File: src/rtl/ccg_parity_fanout_pipe.sv
// ccg_parity_fanout_pipe
// Programmable gated-parity evaluator with run-time loaded tap/gate masks and
// a per-output group select. Two-stage valid/ready pipeline: S1 holds the
// per-group results, S2 holds the fanned-out output vector.
module ccg_parity_fanout_pipe #(
    parameter int NUM_IN  = 26,
    parameter int NUM_OUT = 30,
    parameter int NUM_GRP = 2,
    parameter int GW      = (NUM_GRP > 1) ? $clog2(NUM_GRP) : 1
) (
    input  logic               clk,
    input  logic               rst_n,
    input  logic               in_valid,
    output logic               in_ready,
    input  logic [NUM_IN-1:0]  x,
    output logic               out_valid,
    input  logic               out_ready,
    output logic [NUM_OUT-1:0] f,
    input  logic               cfg_we,
    input  logic [7:0]         cfg_addr,
    input  logic [31:0]        cfg_wdata,
    output logic               cfg_err,
    output logic [15:0]        out_cnt
);

    localparam int MAP_BASE = 4 * NUM_GRP;

    // Gated parity of one group: gate requires every one_mask input high and
    // every zero_mask input low; result is the tapped parity xor inv, gated.
    function automatic logic grp_eval(
        input logic [NUM_IN-1:0] xv,
        input logic [NUM_IN-1:0] par,
        input logic [NUM_IN-1:0] one,
        input logic [NUM_IN-1:0] zero,
        input logic              inv_bit
    );
        logic gate;
        gate = (&(xv | ~one)) & (&(~xv | ~zero));
        return gate & ((^(xv & par)) ^ inv_bit);
    endfunction

    // configuration state
    logic [NUM_IN-1:0]  par_mask_r  [NUM_GRP];
    logic [NUM_IN-1:0]  one_mask_r  [NUM_GRP];
    logic [NUM_IN-1:0]  zero_mask_r [NUM_GRP];
    logic [NUM_GRP-1:0] inv_r;
    logic [GW-1:0]      sel_r       [NUM_OUT];

    // pipeline state
    logic               s1_v_r;
    logic [NUM_GRP-1:0] s1_res_r;
    logic               s2_v_r;
    logic [NUM_OUT-1:0] f_r;
    logic               cfg_err_r;
    logic [15:0]        out_cnt_r;

    // combinational helpers
    logic               addr_grp_s;
    logic               addr_map_s;
    logic [5:0]         grp_idx_s;
    logic [7:0]         map_idx_s;
    logic [NUM_GRP-1:0] grp_res_s;
    logic [NUM_OUT-1:0] f_next_s;
    logic               s2_free_s;
    logic               s2_load_s;
    logic               s1_load_s;
    logic               in_ready_s;
    logic               unused_s;

    // Upper write-data bits beyond a field are intentionally ignored.
    assign unused_s = ^cfg_wdata;

    // Decode the config address into a group field or an output-map entry.
    always_comb begin
        addr_grp_s = (cfg_addr < 8'(MAP_BASE));
        addr_map_s = (cfg_addr >= 8'(MAP_BASE)) && (cfg_addr < 8'(MAP_BASE + NUM_OUT));
        grp_idx_s  = cfg_addr[7:2];
        map_idx_s  = cfg_addr - 8'(MAP_BASE);
    end

    // Config register file; a write becomes visible to the next accepted sample.
    always_ff @(posedge clk or negedge rst_n) begin
        if (!rst_n) begin
            for (int g = 0; g < NUM_GRP; g++) begin
                par_mask_r[g]  <= {NUM_IN{1'b0}};
                one_mask_r[g]  <= {NUM_IN{1'b0}};
                zero_mask_r[g] <= {NUM_IN{1'b0}};
            end
            inv_r <= {NUM_GRP{1'b0}};
            for (int o = 0; o < NUM_OUT; o++) begin
                sel_r[o] <= GW'(o % NUM_GRP);
            end
        end else if (cfg_we) begin
            if (addr_grp_s) begin
                for (int g = 0; g < NUM_GRP; g++) begin
                    if (grp_idx_s == 6'(g)) begin
                        case (cfg_addr[1:0])
                            2'd0:    par_mask_r[g]  <= cfg_wdata[NUM_IN-1:0];
                            2'd1:    one_mask_r[g]  <= cfg_wdata[NUM_IN-1:0];
                            2'd2:    zero_mask_r[g] <= cfg_wdata[NUM_IN-1:0];
                            2'd3:    inv_r[g]       <= cfg_wdata[0];
                            default: inv_r[g]       <= inv_r[g];
                        endcase
                    end
                end
            end else if (addr_map_s) begin
                for (int o = 0; o < NUM_OUT; o++) begin
                    if (map_idx_s == 8'(o)) begin
                        sel_r[o] <= cfg_wdata[GW-1:0];
                    end
                end
            end
        end
    end

    // Evaluate every group on the incoming vector with the current config.
    always_comb begin
        grp_res_s = {NUM_GRP{1'b0}};
        for (int g = 0; g < NUM_GRP; g++) begin
            grp_res_s[g] = grp_eval(x, par_mask_r[g], one_mask_r[g], zero_mask_r[g], inv_r[g]);
        end
    end

    // Fan the S1 group results out to outputs using the live select map.
    always_comb begin
        f_next_s = {NUM_OUT{1'b0}};
        for (int o = 0; o < NUM_OUT; o++) begin
            f_next_s[o] = s1_res_r[sel_r[o]];
        end
    end

    // Stage handshakes: a stage loads when empty or when it drains this cycle.
    always_comb begin
        s2_free_s  = ~s2_v_r | out_ready;
        s2_load_s  = s1_v_r & s2_free_s;
        in_ready_s = ~s1_v_r | s2_free_s;
        s1_load_s  = in_valid & in_ready_s;
    end

    // S1: capture group results for an accepted sample.
    always_ff @(posedge clk or negedge rst_n) begin
        if (!rst_n) begin
            s1_v_r   <= 1'b0;
            s1_res_r <= {NUM_GRP{1'b0}};
        end else if (s1_load_s) begin
            s1_v_r   <= 1'b1;
            s1_res_r <= grp_res_s;
        end else if (s2_load_s) begin
            s1_v_r   <= 1'b0;
        end
    end

    // S2: capture the fanned-out vector; hold it while downstream stalls.
    always_ff @(posedge clk or negedge rst_n) begin
        if (!rst_n) begin
            s2_v_r <= 1'b0;
            f_r    <= {NUM_OUT{1'b0}};
        end else if (s2_load_s) begin
            s2_v_r <= 1'b1;
            f_r    <= f_next_s;
        end else if (out_ready) begin
            s2_v_r <= 1'b0;
        end
    end

    // Flag writes that hit no mapped register, one cycle later.
    always_ff @(posedge clk or negedge rst_n) begin
        if (!rst_n) begin
            cfg_err_r <= 1'b0;
        end else begin
            cfg_err_r <= cfg_we & ~(addr_grp_s | addr_map_s);
        end
    end

    // Count completed output handshakes, wrapping at 16 bits.
    always_ff @(posedge clk or negedge rst_n) begin
        if (!rst_n) begin
            out_cnt_r <= 16'd0;
        end else if (s2_v_r & out_ready) begin
            out_cnt_r <= out_cnt_r + 16'd1;
        end
    end

    assign in_ready  = in_ready_s;
    assign out_valid = s2_v_r;
    assign f         = f_r;
    assign cfg_err   = cfg_err_r;
    assign out_cnt   = out_cnt_r;

endmodule

File: config.mk
export PLATFORM = sky130hd
export DESIGN_NAME = ccg_parity_fanout_pipe
export DESIGN_NICKNAME = d
export VERILOG_FILES = /design/src/rtl/ccg_parity_fanout_pipe.sv
export SDC_FILE = /design/constraint.sdc
export NUM_CORES = 1
export LEC_CHECK = 0
export BUFFER_PORTS_ARGS = -buffer_cell sky130_fd_sc_hd__buf_2
export CAP_MARGIN = 30
export CORE_MARGIN = 1
export CORE_UTILIZATION = 29
export CTS_BUF_LIST = sky130_fd_sc_hd__clkbuf_16
export DETAILED_ROUTE_END_ITERATION = 10
export HOLD_SLACK_MARGIN = 0.03
export MAX_ROUTING_LAYER = met4
export PLACE_DENSITY_LB_ADDON = 0.15
export RECOVER_POWER = 50
export SETUP_SLACK_MARGIN = 0.4
export SLEW_MARGIN = 20
export SYNTH_ARGS = -nofsm -noshare
export SYNTH_HDL_FRONTEND = slang
export SYNTH_SLANG_ARGS = --single-unit
File: constraint.sdc
create_clock -name clk -period 2.3 [get_ports clk]
set_clock_uncertainty 0.15 [all_clocks]
set_input_delay 0.115 -clock clk [delete_from_list [all_inputs] [get_ports clk]]
set_output_delay 0.115 -clock clk [all_outputs]
set_load 0.05 [all_outputs]
======== After elaboration in Yosys (flattened, before gate mapping) ========
Index checks and enable logic that the tools add are counted.
storage, ports and cells
  register bits after elaboration ......... 239
  bits of input ports ..................... 71
  output and inout port bits .............. 49
  logic and storage cells ................. 254
operators by class
  muxes and demuxes ....................... 64
  reduce and logical (&&, ||, !) cells .... 50
  $lt $le $gt $ge ......................... 33
  equality and inequality tests ........... 33
  bitwise gates (word level) .............. 28
  add/sub/neg operators ................... 2
operator list
  kind                     count
  $reduce_and A4 Y1        38
  $not A26 Y26             5
  $eq A8 B5 Y1 const B     14
  $or A26 B26 Y26          4
  $reduce_and A26 Y1       4
  $eq A8 B4 Y1 const B     8
  $mux W1                  64
  $lt A1 B2 Y1 const B     30
  $and A26 B26 Y26         2
  $reduce_xor A26 Y1       2
  $eq A8 B3 Y1 const B     4
  $add A16 B1 Y16 const B  1
  $eq A8 B2 Y1 const B     2
  $and A1 B1 Y1            8
  $eq A8 B1 Y1 const B     1
  $ge A8 B4 Y1 const B     1
  $logic_not A8 Y1         1
  $lt A8 B4 Y1 const B     1
  $lt A8 B6 Y1 const B     1
  $sub A8 B4 Y8 const B    1
  $eq A6 B1 Y1 const B     1
  $logic_not A6 Y1         1
  $eq A2 B2 Y1 const B     2
  $not A1 Y1               4
  6 further kinds          10

======== Depth between registers and ports, before layout ========
Gate-level depths: netlist of the first run.
  word-level depth ........................ 5
  mapped depth ............................ 9
  mapped depth without buffers ............ 8

======== Worst setup path before layout of the first run ========
OpenSTA, ideal clock, no wires.
  path kind ............................... register -> register
  start ................................... register s2_v_r (netlist: out_valid)
  end ..................................... register s1_res_r[0]
  data arrival time ....................... 1958 ps
  library setup time ...................... 121 ps
  setup slack ............................. 71 ps
  period minus slack after synthesis ...... 2229 ps
  stages on the path, launching flop included .. 7
  required time ........................... 2029 ps
  path buffers ............................ 0
  cells stage by stage .................... dfrtp_1 nand3b_1 nand2_1 and3b_1 nand4_1 nor4_1 a22o_1
on the way
  word-level cells in the longest chain between the ends .. 4
RTL lines
  item                    RTL line  text
  from (decl)             52        logic s2_v_r;
  from (signal assigned)  156       s2_v_r <= 1'b0;
  from (signal assigned)  159       s2_v_r <= 1'b1;
  from (signal assigned)  162       s2_v_r <= 1'b0;
  $not A1 Y1              134       s2_free_s = ~s2_v_r | out_ready;
  $or A1 B1 Y1            134
  $or A1 B1 Y1            136       in_ready_s = ~s1_v_r | s2_free_s;
  named net in_ready      14        output logic in_ready,
  $and A1 B1 Y1           137       s1_load_s = in_valid & in_ready_s;
  to (signal assigned)    144       s1_res_r <= {NUM_GRP{1'b0}};
  to (signal assigned)    147       s1_res_r <= grp_res_s;
  to (decl)               51        logic [NUM_GRP-1:0] s1_res_r;
The timed path passes the listed nets, and every way through them passes these cells.
A chain may end at the register's enable or synchronous reset.

==> flow_summary.rst, run 1 <==
.. list-table::
   :header-rows: 1

   * - Metric
     - Value
   * - Synth Instances
     - around 900
   * - Post-layout total power
     - approximately 10 mW
   * - Most repeated library cell on the critical path
     - dlygate4sd3_1
   * - Global placement routability congestion
     - between 0.7 and 0.8
   * - Total Negative Setup Slacks
     - 0 ps
   * - Wire length of the first global-routing pass
     - 47700 um
   * - Cell types occupying the most area after synthesis
     - dfrtp_1 (51%), mux2_2 (17%), nand2_1 (3.9%)
   * - Highest clock rate
     - a little over 500 MHz
   * - Initial Util
     - 29.3%
   * - Number of synthesized flops with an enable pin
     - 0
   * - Total congestion overflow after global routing
     - 0
   * - Final worst-path cycle share
     - 83.9%
   * - Synth cell count leaders
     - dfrtp_1 (224), mux2_2 (169), nand2_1 (114), o21ai_0 (41), xnor2_1 (41)
   * - Flip-flop and latch area
     - 0.00600 mm2
   * - Async set-reset flop share out of synthesis
     - 100%
   * - Hold Path Origin
     - x[23]
   * - Gr usage total
     - roughly 16%
   * - Multi-input gate area in the final layout
     - 0.00499 mm2
   * - Worst IR Drop VDD
     - slightly below 0.6 mV
   * - Kind of start point of the critical path
     - primary input
   * - Final worst path period need
     - ~1900 ps
   * - Number of global-route vias before repair
     - 7812
   * - Power Dens Cells
     - between 700 and 800 mW/mm2
   * - Avg Synthesized Cell Area
     - approximately 12 um2
   * - Hold Vio Cnt, Final
     - 0
   * - Critical path class
     - in -> async
   * - Worst-path clk slew
     - around 60 ps
   * - Static Leak
     - 6.42 nW
   * - Most numerous cell in the Yosys netlist
     - dfrtp_1
   * - Row cnt
     - 71
   * - Fraction of power consumed by the clock network
     - a little over two fifths
   * - Slowest stage delay, CP
     - just over 700 ps
   * - Total die area
     - a little under 0.04 mm2
   * - Total via count in the routed design
     - around 7.4k
   * - Layout cells sized above 1
     - about a third
   * - Bufs on Longest Clock Path
     - 3
   * - Post-Synthesis Net Count
     - 960
   * - # clock sinks
     - between 200 and 250
   * - Number of DRC violations after detailed-routing iteration 0
     - approximately 290
   * - Initial antenna violation count
     - 0
   * - Detailed-route wire length per cell
     - ~19 um
   * - Via/cell ratio
     - roughly 4.6
   * - Area fraction of the dominant cell type after synthesis
     - 50.9%
   * - Max transition margin
     - 34.7%
   * - Post-layout net count
     - about 1.1k
   * - Internal cell power
     - between 7 and 8 mW
   * - Std-Cell Core Area
     - 0.0376 mm2
   * - Start point of the critical path
     - rst_n
   * - Total count of max-transition violations in the final report
     - 0
   * - Post-route cell area
     - roughly 0.014 mm2
   * - Setup bufs post-CTS
     - 0
   * - Number of instances in the placed design
     - roughly 1.5k
   * - Number of synthesized register bits
     - around 240
   * - Unrepaired setup endpoints after global routing
     - true
   * - Max-cap violations
     - 0
   * - Die Span Y
     - 197 um
   * - Growth of design area from synthesis to finish
     - 26.7%
   * - Required time worst endpoint
     - between 2000 and 3000 ps
   * - Number of buffers created by CTS
     - 30
   * - Post-detailed-placement cell area
     - roughly 0.012 mm2
   * - Maximum number of pins on one net before global-route repair
     - just over 60
   * - Synth Cell Area
     - roughly 0.011 mm2
   * - Path category of the worst min-delay check
     - in -> reg
   * - Worst path cell trace
     - dlygate4sd3_1 -> dlygate4sd3_1 -> buf_8 -> clkbuf_4
   * - Antenna diode count
     - 0
   * - Max stage delay cell, worst path
     - clkbuf_4
   * - Slew of the pin with the lowest slew margin
     - 980 ps
   * - Cell type contributing the most total cell area after synthesis
     - dfrtp_1
   * - Switching share of total power
     - between 20% and 30%
   * - Critical Path AT
     - 2380 ps
   * - Antenna Nets Post-Route
     - 0
   * - Number of inserted filler cells in the final layout
     - ~3.8k
   * - Critical path endpoint category
     - async pin
   * - H-Tree Level Count
     - 1
   * - Most used flip-flop cell after synthesis
     - dfrtp_1
   * - Drt drc
     - 0
   * - CTS tree
     - built
   * - Comb pwr share
     - a little over an eighth
   * - Proportion of power drawn by flip-flops and latches
     - 43.8%
   * - Largest fanout of any net on the critical path
     - around 50
   * - Power dissipated by switching net loads
     - roughly 2.9 mW
   * - Critical R2R Launch
     - par_mask_r[38]$_DFFE_PN0P_
   * - Placed wire-length estimate after detailed placement
     - 20700 um
   * - Library cells used by synthesis
     - 50
   * - Sequential cell area fraction in the yosys report
     - a little over half
   * - Die width
     - 197 um
   * - Clock insertion delay at the later pin of the skew report
     - 560 ps
   * - Clock tree root driver cell
     - clkbuf_16
   * - I/O pin cnt
     - 120
   * - Count of input and output buffers
     - 113
   * - Synthesis warning total
     - 0
   * - Final wirelength
     - 30300 um
   * - Status
     - completed
   * - Number of non-filler instances in the completed layout
     - around 1.6k
   * - Final setup fails
     - 0
   * - DR pass1 iterations
     - 4
worst max-delay path, delay by kind of cell:
kind,cells,cell delay [ps]
buf+inv,4,2170
cell families after synthesis:
group	count (synthesis)	synth area share, %
xor+xnor	63	5.51
fa+ha+maj	2	0.227
buf+inv	68	2.72
mux	219	22.4
compound gates	90	5.55
simple gates	206	9.18
flops	239	54.4
flip-flops by register name, summed over array words and instances, names as in the netlist:
| register | flops |
|---|---|
| cfg_err | 1 |
| f | 30 |
| inv_r | 2 |
| one_mask_r | 52 |
| out_cnt | 16 |
| out_valid | 1 |
| par_mask_r | 52 |
| s1_res_r | 2 |
| s1_v_r | 1 |
| sel_r | 30 |
| zero_mask_r | 52 |
final cells by class:
cell class	instances	area share [%]
tap	511	4.58
multi-input combinational	580	35.7
sequential	239	43.0
clock buffer	31	5.55
inverter	30	0.860
timing repair buffer	185	9.17
clock inverter	25	1.16
worst paths after layout:
kind                                                    to  slack, ps  cells after the start
worst max register to register     s1_res_r[0]$_DFFE_PN0P_        370                      6
min in group asynchronous           out_cnt[6]$_DFFE_PN0P_        440                      3
worst min-delay path               s1_res_r[1]$_DFFE_PN0P_         60                      5
max in group clk                   s1_res_r[0]$_DFFE_PN0P_        370                      6
worst max-delay path            par_mask_r[39]$_DFFE_PN0P_        370                      4
worst min register to register     out_cnt[15]$_DFFE_PN0P_        320                      1
through the flow:
step                      utilization, %  setup slack, ps  hold slack, ps
after floorplan                        -              306            -331
after global placement              33.2              105           -75.5
after detailed placement            33.2              109           -76.6
after CTS                           37.1              328            40.6
after global routing                37.2              161            66.6
final                               37.2              370            62.5
power groups by stage:
stage          clock [mW]  sequential [mW]  combinational, mW
2_1_floorplan           0             4.84              0.592
3_3_place_gp            0             4.64               1.35
3_5_place_dp            0             4.65               1.35
4_1_cts              4.62             4.57               1.44
5_1_grt              4.79             4.60               1.52
6_report             4.46             4.58               1.40
what timing repair did:
action | CTS | global route
setup endpoints to repair | 2 | 15
gates resized for setup | 13 | 13
hold buffers | 46 | 0
endpoints found under the hold margin | 404 | 0
pin swaps | 8 | 6
layout by cell type (no fill, tap or decap), types with 14 or more instances in the layout:
| master | n |
|---|---|
| a22oi_1 | 14 |
| buf_2 | 66 |
| clkbuf_1 | 45 |
| clkbuf_16 | 31 |
| dfrtp_1 | 223 |
| dfstp_2 | 15 |
| dlygate4sd3_1 | 46 |
| inv_1 | 37 |
| mux2_2 | 169 |
| mux2_4 | 14 |
| mux2i_1 | 35 |
| nand2_1 | 113 |
| o21ai_0 | 41 |
| xnor2_1 | 29 |
per-layer routing:
layer / vias to the layer above / part of all wire [%] / global-route usage [%]
met5: - / 0 / -
met4: 0 / 2.1 / 3.96
met3: 46 / 3.6 / 2.38
met2: 133 / 47 / 26.5
met1: 3763 / 47 / 21.8
li1: 3490 / - / -
Note: power is estimated with default switching activity, not from simulation.
==> run 2: changes to the inputs <==
==> constraint.sdc (replaced) <==
create_clock -name clk -period 1.72 [get_ports clk]
set_clock_uncertainty 0.15 [all_clocks]
set_input_delay 0.086 -clock clk [delete_from_list [all_inputs] [get_ports clk]]
set_output_delay 0.086 -clock clk [all_outputs]
set_load 0.05 [all_outputs]
==> flow_summary.rst, run 2 (same netlist as run 1, synthesis figures left out) <==
.. list-table::
   :header-rows: 1

   * - Metric
     - Value
   * - Status
     - finished with violations (was completed)
   * - Violations in the final reports
     - negative hold slack, negative setup slack
   * - Std-Cell Core Area
     - 0.0376 mm2 (unchanged)
   * - Final setup fails
     - 2 (was 0)
   * - Required time worst endpoint
     - 2020 ps (was 2750 ps)
   * - Row cnt
     - 71 (unchanged)
   * - Max transition margin
     - 23.7% (was 34.7%)
   * - I/O pin cnt
     - 120 (unchanged)
   * - Commonest non-fill, non-tap cells in the layout
     - dfrtp_1 (213), buf_4 (132), mux2_4 (104) (was dfrtp_1 (223), mux2_2 (169), nand2_1 (113))
   * - Largest fanout of any net on the critical path
     - 2 (was 51)
   * - Kind of start point of the critical path
     - flip-flop (was primary input)
   * - Slowest stage delay, CP
     - 370 ps (was 710 ps)
   * - Highest clock rate
     - approximately 510 MHz
   * - Total via count in the routed design
     - 8183 (was 7432)
   * - Power Dens Cells
     - 855 mW/mm2 (was 748 mW/mm2)
   * - Maximum number of pins on one net before global-route repair
     - 63 (was 61)
   * - Total die area
     - 0.0388 mm2 (unchanged)
   * - Max stage delay cell, worst path
     - dfrtp_1 (was clkbuf_4)
   * - Final wirelength
     - 35600 um (was 30300 um)
   * - CTS tree
     - built (unchanged)
   * - Final worst path period need
     - between 1500 and 2000 ps
   * - Antenna diode count
     - 0 (unchanged)
   * - DR pass1 iterations
     - 4 (unchanged)
   * - Die Span Y
     - 197 um (unchanged)
   * - Gate family responsible for the most delay along the worst path
     - XOR/XNOR gates (was buffers and inverters)
   * - Unrepaired setup endpoints after global routing
     - true (unchanged)
   * - Initial antenna violation count
     - 0 (unchanged)
   * - Via/cell ratio
     - 4.62 (was 4.64)
   * - Total count of max-transition violations in the final report
     - 0 (unchanged)
   * - Placed wire-length estimate after detailed placement
     - 21900 um (was 20700 um)
   * - Bufs on Longest Clock Path
     - 3 (unchanged)
   * - Setup WS post-layout
     - -229 ps (was 370 ps)
   * - Number of buffers created by CTS
     - 29 (was 30)
   * - Initial Util
     - 29.3% (unchanged)
   * - Detailed-route wire length per cell
     - 20.1 um (was 18.9 um)
   * - Antenna Nets Post-Route
     - 0 (unchanged)
   * - # clock sinks
     - 239 (unchanged)
   * - Static Leak
     - 8.31 nW (was 6.42 nW)
   * - Hold Worst Slack
     - -88.0 ps (was 62.5 ps)
   * - Gr usage total
     - 18.9% (was 16.5%)
   * - Max-cap violations
     - 0 (unchanged)
   * - Most repeated library cell on the critical path
     - xnor2_2 (was dlygate4sd3_1)
   * - Worst IR Drop VDD
     - 0.739 mV (was 0.589 mV)
   * - Post-layout net count
     - 1309 (was 1139)
   * - Layout cells sized above 1
     - 56.6% (was 35.0%)
   * - Number of DRC violations after detailed-routing iteration 0
     - 291 (was 287)
   * - Drt drc
     - 0 (unchanged)
   * - Growth of design area from synthesis to finish
     - 57.0% (was 26.7%)
   * - Total congestion overflow after global routing
     - 0 (unchanged)
   * - Total Negative Setup Slacks
     - -392 ps (was 0 ps)
   * - Worst-path clk slew
     - 60 ps (about the same)
   * - Largest registers
     - one_mask_r (52), par_mask_r (52), zero_mask_r (52) (unchanged)
   * - Critical path class
     - reg -> reg (was in -> async)
   * - Die width
     - 197 um (unchanged)
   * - Global placement routability congestion
     - 0.788 (was 0.760)
   * - Crit path buf inv count
     - 1 (was 4)
   * - Count of input and output buffers
     - 113 (unchanged)
   * - Hold Vio Cnt, Final
     - 4 (was 0)
   * - H-Tree Level Count
     - 1 (unchanged)
   * - Path category of the worst min-delay check
     - in -> reg (unchanged)
   * - Clock tree root driver cell
     - clkbuf_16 (unchanged)
   * - Slew of the pin with the lowest slew margin
     - 1140 ps (was 980 ps)
   * - Critical path endpoint category
     - flip-flop (was async pin)
   * - Number of global-route vias before repair
     - 8612 (was 7812)
   * - Worst path cell trace
     - nand2_2 -> xnor2_2 -> xnor2_2 -> xnor2_2 -> buf_4 -> xnor3_1 -> a22o_1 (was dlygate4sd3_1 -> dlygate4sd3_1 -> buf_8 -> clkbuf_4)
   * - Total of hold buffers inserted after clock tree synthesis
     - 37 (was 46)
   * - Clock insertion delay at the later pin of the skew report
     - 560 ps (about the same)
   * - Critical Path AT
     - 2250 ps (was 2380 ps)
   * - Wire length of the first global-routing pass
     - 53700 um (was 47700 um)
   * - Final worst-path cycle share
     - 113%
   * - Commonest non-fill, non-tap cell in the layout
     - dfrtp_1 (unchanged)
[run 2: power breakdown]
| group | leakage [nW] | internal (mW) | switching (mW) |
|---|---|---|---|
| Combinational | 4.67 | 1.48 | 1.51 |
| Sequential | 3.19 | 5.93 | 0.231 |
| Clock | 0.448 | 3.20 | 2.45 |
| Total | 8.31 | 10.6 | 4.19 |
[run 2: area by class of cell]
| cell class | instances | area (um2) |
|---|---|---|
| Sequential cell | 239 | 6010 |
| Fill cell | 3443 | 20300 |
| Inverter | 30 | 125 |
| Multi-Input combinational cell | 580 | 6080 |
| Tap cell | 511 | 639 |
| Clock buffer | 29 | 726 |
| Timing Repair Buffer | 356 | 3580 |
| Clock inverter | 25 | 141 |
[run 2: what timing repair did]
item | CTS | global route
hold endpoints to repair | 437 | 38
setup endpoints to repair | 201 | 232
resized for setup | 275 | 102
cloned | 13 | 2
buffers inserted | 41 | 36
pin swaps | 56 | 46
[run 2: worst paths after layout]
kind / startpoint / end / cells after the start / slack (ps)
worst max register to register: par_mask_r[31]$_DFFE_PN0P_ / s1_res_r[0]$_DFFE_PN0P_ / 7 / -230
worst max-delay path: par_mask_r[31]$_DFFE_PN0P_ / s1_res_r[0]$_DFFE_PN0P_ / 7 / -230
min in group asynchronous: rst_n / out_cnt[13]$_DFFE_PN0P_ / 2 / 140
max in group asynchronous: rst_n / sel_r[0]$_DFFE_PN1P_ / 3 / 190
worst min-delay path: cfg_addr[2] / sel_r[26]$_DFFE_PN1P_ / 5 / -90
worst min register to register: par_mask_r[19]$_DFFE_PN0P_ / par_mask_r[19]$_DFFE_PN0P_ / 1 / 350
[run 2: worst min-delay path, delay by kind of cell]
family / cells / cell delay [ps]
buffers and inverters: 2 / 250
and+or+nand+nor: 2 / 120
muxes: 1 / 140
[run 2: layer usage]
metal  wire [um]  vias up  GRT usage (%)
met4         780        0           3.85
met2       17700      145           31.3
li1            -     3836              -
met5           0        -              -
met3        1180       50           2.48
met1       16000     4152           24.8
[run 2: through the flow]
stage	cell area, um2	total power [mW]	worst slack (ps)	instances	utilization (%)
finish	17300	14.8	-229	1770	46.1
global route	17300	15.4	-306	1770	46.1
CTS	16600	14.7	-272	1732	44.1
detailed placement	13700	8.34	-423	1587	36.5
global placement	13700	8.32	-473	1587	36.5
floorplan	11800	7.37	-273	887	-
==> run 3: changes to the inputs <==
--- a/config.mk
+++ b/config.mk
@@ -20,3 +20,4 @@
 export SYNTH_ARGS = -nofsm -noshare
 export SYNTH_HDL_FRONTEND = slang
 export SYNTH_SLANG_ARGS = --single-unit
+export TNS_END_PERCENT = 10
==> flow_summary.rst, run 3 (same netlist as run 1, synthesis figures left out) <==
.. list-table::
   :header-rows: 1

   * - Metric
     - Value
   * - Status
     - finished with violations (unchanged)
   * - Violations in the final reports
     - negative setup slack (was negative hold slack, negative setup slack)
   * - Total of hold buffers inserted after clock tree synthesis
     - 33 (was 37)
   * - Layout cells sized above 1
     - 48.1% (was 56.6%)
   * - I/O pin cnt
     - 120 (unchanged)
   * - Slew of the pin with the lowest slew margin
     - 1360 ps (was 1140 ps)
   * - Max transition margin
     - 9.60% (was 23.7%)
   * - Clock tree root driver cell
     - clkbuf_16 (unchanged)
   * - Worst setup slack before clock tree synthesis
     - -480 ps (was -423 ps)
   * - Count of input and output buffers
     - 113 (unchanged)
   * - Critical path class
     - reg -> reg (unchanged)
   * - Antenna Nets Post-Route
     - 0 (unchanged)
   * - Total via count in the routed design
     - 7651 (was 8183)
   * - Total die area
     - 0.0388 mm2 (unchanged)
   * - Path category of the worst min-delay check
     - in -> reg (unchanged)
   * - Final wirelength
     - 31200 um (was 35600 um)
   * - Worst IR Drop VDD
     - 0.664 mV (was 0.739 mV)
   * - Final core utilization
     - 40.9% (was 46.1%)
   * - Growth of design area from synthesis to finish
     - 39.5% (was 57.0%)
   * - Worst-path clk slew
     - 60 ps (about the same)
   * - # clock sinks
     - 239 (unchanged)
   * - Global Route met3 Usage
     - 2.09% (was 2.48%)
   * - Initial antenna violation count
     - 1 (was 0)
   * - Drt drc
     - 0 (unchanged)
   * - Die width
     - 197 um (unchanged)
   * - Critical path endpoint category
     - flip-flop (unchanged)
   * - H-Tree Level Count
     - 1 (unchanged)
   * - Critical Path AT
     - 2230 ps (was 2250 ps)
   * - Total count of max-transition violations in the final report
     - 0 (unchanged)
   * - Hold Path Origin
     - cfg_addr[0] (was cfg_addr[2])
   * - Global placement routability congestion
     - 0.759 (was 0.788)
   * - Static Leak
     - 7.28 nW (was 8.31 nW)
   * - Global-route track usage on met2
     - 28.0% (was 31.3%)
   * - Gr usage total
     - 16.9% (was 18.9%)
   * - Critical R2R Launch
     - par_mask_r[21]$_DFFE_PN0P_ (was par_mask_r[31]$_DFFE_PN0P_)
   * - Number of DRC violations after detailed-routing iteration 0
     - 313 (was 291)
   * - Kind of start point of the critical path
     - flip-flop (unchanged)
   * - Final worst path period need
     - 1960 ps (was 1950 ps)
   * - Total congestion overflow after global routing
     - 0 (unchanged)
   * - Unrepaired setup endpoints after global routing
     - true (unchanged)
   * - CTS tree
     - built (unchanged)
   * - Final setup fails
     - 6 (was 2)
   * - Number of inserted filler cells in the final layout
     - 3689 (was 3443)
   * - Highest clock rate
     - 509 MHz (was 513 MHz)
   * - Number of buffers created by CTS
     - 29 (unchanged)
   * - Worst reg-to-reg setup slack
     - -240 ps (was -230 ps)
   * - Detailed-route wire length per cell
     - 18.8 um (was 20.1 um)
   * - Std-Cell Core Area
     - 0.0376 mm2 (unchanged)
   * - Fraction of met1 tracks used by global routing
     - 22.2% (was 24.8%)
   * - Die Span Y
     - 197 um (unchanged)
   * - Bufs on Longest Clock Path
     - 3 (unchanged)
   * - Power Dens Cells
     - 910 mW/mm2 (was 855 mW/mm2)
   * - Commonest non-fill, non-tap cells in the layout
     - dfrtp_1 (217), mux2_2 (130), nand2_1 (91) (was dfrtp_1 (213), buf_4 (132), mux2_4 (104))
   * - Maximum number of pins on one net before global-route repair
     - 61 (was 63)
   * - Row cnt
     - 71 (unchanged)
   * - Largest registers
     - one_mask_r (52), par_mask_r (52), zero_mask_r (52) (unchanged)
   * - Setup WS post-layout
     - -243 ps (was -229 ps)
   * - Clock insertion delay at the later pin of the skew report
     - 540 ps (was 560 ps)
   * - Via/cell ratio
     - 4.61 (was 4.62)
   * - Post-layout net count
     - 1203 (was 1309)
   * - Initial Util
     - 29.3% (unchanged)
   * - Hold Vio Cnt, Final
     - 0 (was 4)
   * - Wire length of the first global-routing pass
     - 48900 um (was 53700 um)
   * - Final worst-path cycle share
     - 114% (was 113%)
   * - Required time worst endpoint
     - 1990 ps (was 2020 ps)
   * - Largest fanout of any net on the critical path
     - 2 (unchanged)
   * - Global routing's busiest layer
     - met2 (unchanged)
   * - Commonest non-fill, non-tap cell in the layout
     - dfrtp_1 (unchanged)
   * - Max-cap violations
     - 0 (unchanged)
   * - Start point of the critical path
     - par_mask_r[21]$_DFFE_PN0P_ (was par_mask_r[31]$_DFFE_PN0P_)
   * - Placed wire-length estimate after detailed placement
     - 21700 um (was 21900 um)
   * - DR pass1 iterations
     - 4 (unchanged)
   * - Number of global-route vias before repair
     - 7998 (was 8612)
run 3: cell types whose count changed in the layout (fill, tap and decap cells not counted), moves of 19 or more:
| cell | change |
|---|---|
| buf_4 | -57 |
| buf_12 | -19 |
| o21ai_0 | +26 |
| o21ai_2 | -19 |
| mux2_2 | +50 |
| nand2_1 | +27 |
| mux2_4 | -50 |
| nand2_4 | -21 |
run 3: through the flow:
stage               instances  hold WS, ps  total power, mW  area [um2]  TNS (ps)
detailed placement       1569        -91.8             8.24       13200    -40960
global route             1661         26.4             14.6       15400     -2800
CTS                      1660        -77.7             14.1       15100      -470
global placement         1569        -91.3             8.23       13200    -41370
floorplan                 887         -360             7.28       11200    -10120
finish                   1661         18.3             14.0       15400      -552
run 3: worst max-delay path, cell delays in order (launching register included):
cell and delay (ps):
dfrtp_1 340, nand2_1 130, xnor2_2 180, xnor2_2 200
xnor3_1 460, xnor3_1 190, a22o_1 210
run 3: where the power goes:
| group | internal (mW) | leakage, nW | total [mW] | switching [mW] |
|---|---|---|---|---|
| registers | 5.92 | 3.20 | 6.12 | 0.200 |
| clock network | 3.01 | 0.443 | 5.36 | 2.36 |
| logic | 1.15 | 3.64 | 2.50 | 1.35 |
run 3: cell type report:
| cell class | instances | area (um2) | area share (%) |
|---|---|---|---|
| diodes | 1 | 2.50 | 0.0163 |
| multi-input cells | 580 | 5620 | 36.5 |
| flip-flops and latches | 239 | 6010 | 39.1 |
| well taps | 511 | 639 | 4.16 |
| clock inverters | 21 | 85.1 | 0.553 |
| inverters | 30 | 120 | 0.781 |
| clock buffers | 29 | 726 | 4.72 |
| repair buffers | 250 | 2180 | 14.2 |
run 3: path summary, 6_finish.rpt:
| path | end | depth (start not counted) |
|---|---|---|
| max reg2reg | s1_res_r[1]$_DFFE_PN0P_ | 6 |
| min reg2reg | out_cnt[15]$_DFFE_PN0P_ | 1 |
| min in group asynchronous | f[15]$_DFFE_PN0P_ | 2 |
| min | sel_r[21]$_DFFE_PN0P_ | 5 |
| max in group asynchronous | out_cnt[6]$_DFFE_PN0P_ | 3 |
| max | s1_res_r[1]$_DFFE_PN0P_ | 6 |
run 3: per-layer routing:
layer | part of all wire [%] | up-vias
met3 | 2.4 | 37
met1 | 47 | 3903
li1 | - | 3614
met5 | 0 | -
met2 | 49 | 97
met4 | 1.7 | 0
run 3: what timing repair did:
item	4_1_cts	5_1_grt
pin swaps	40	72
gates resized for setup	193	102
hold endpoints to repair	411	43
buffers inserted	8	0
endpoints found under the setup margin	198	204
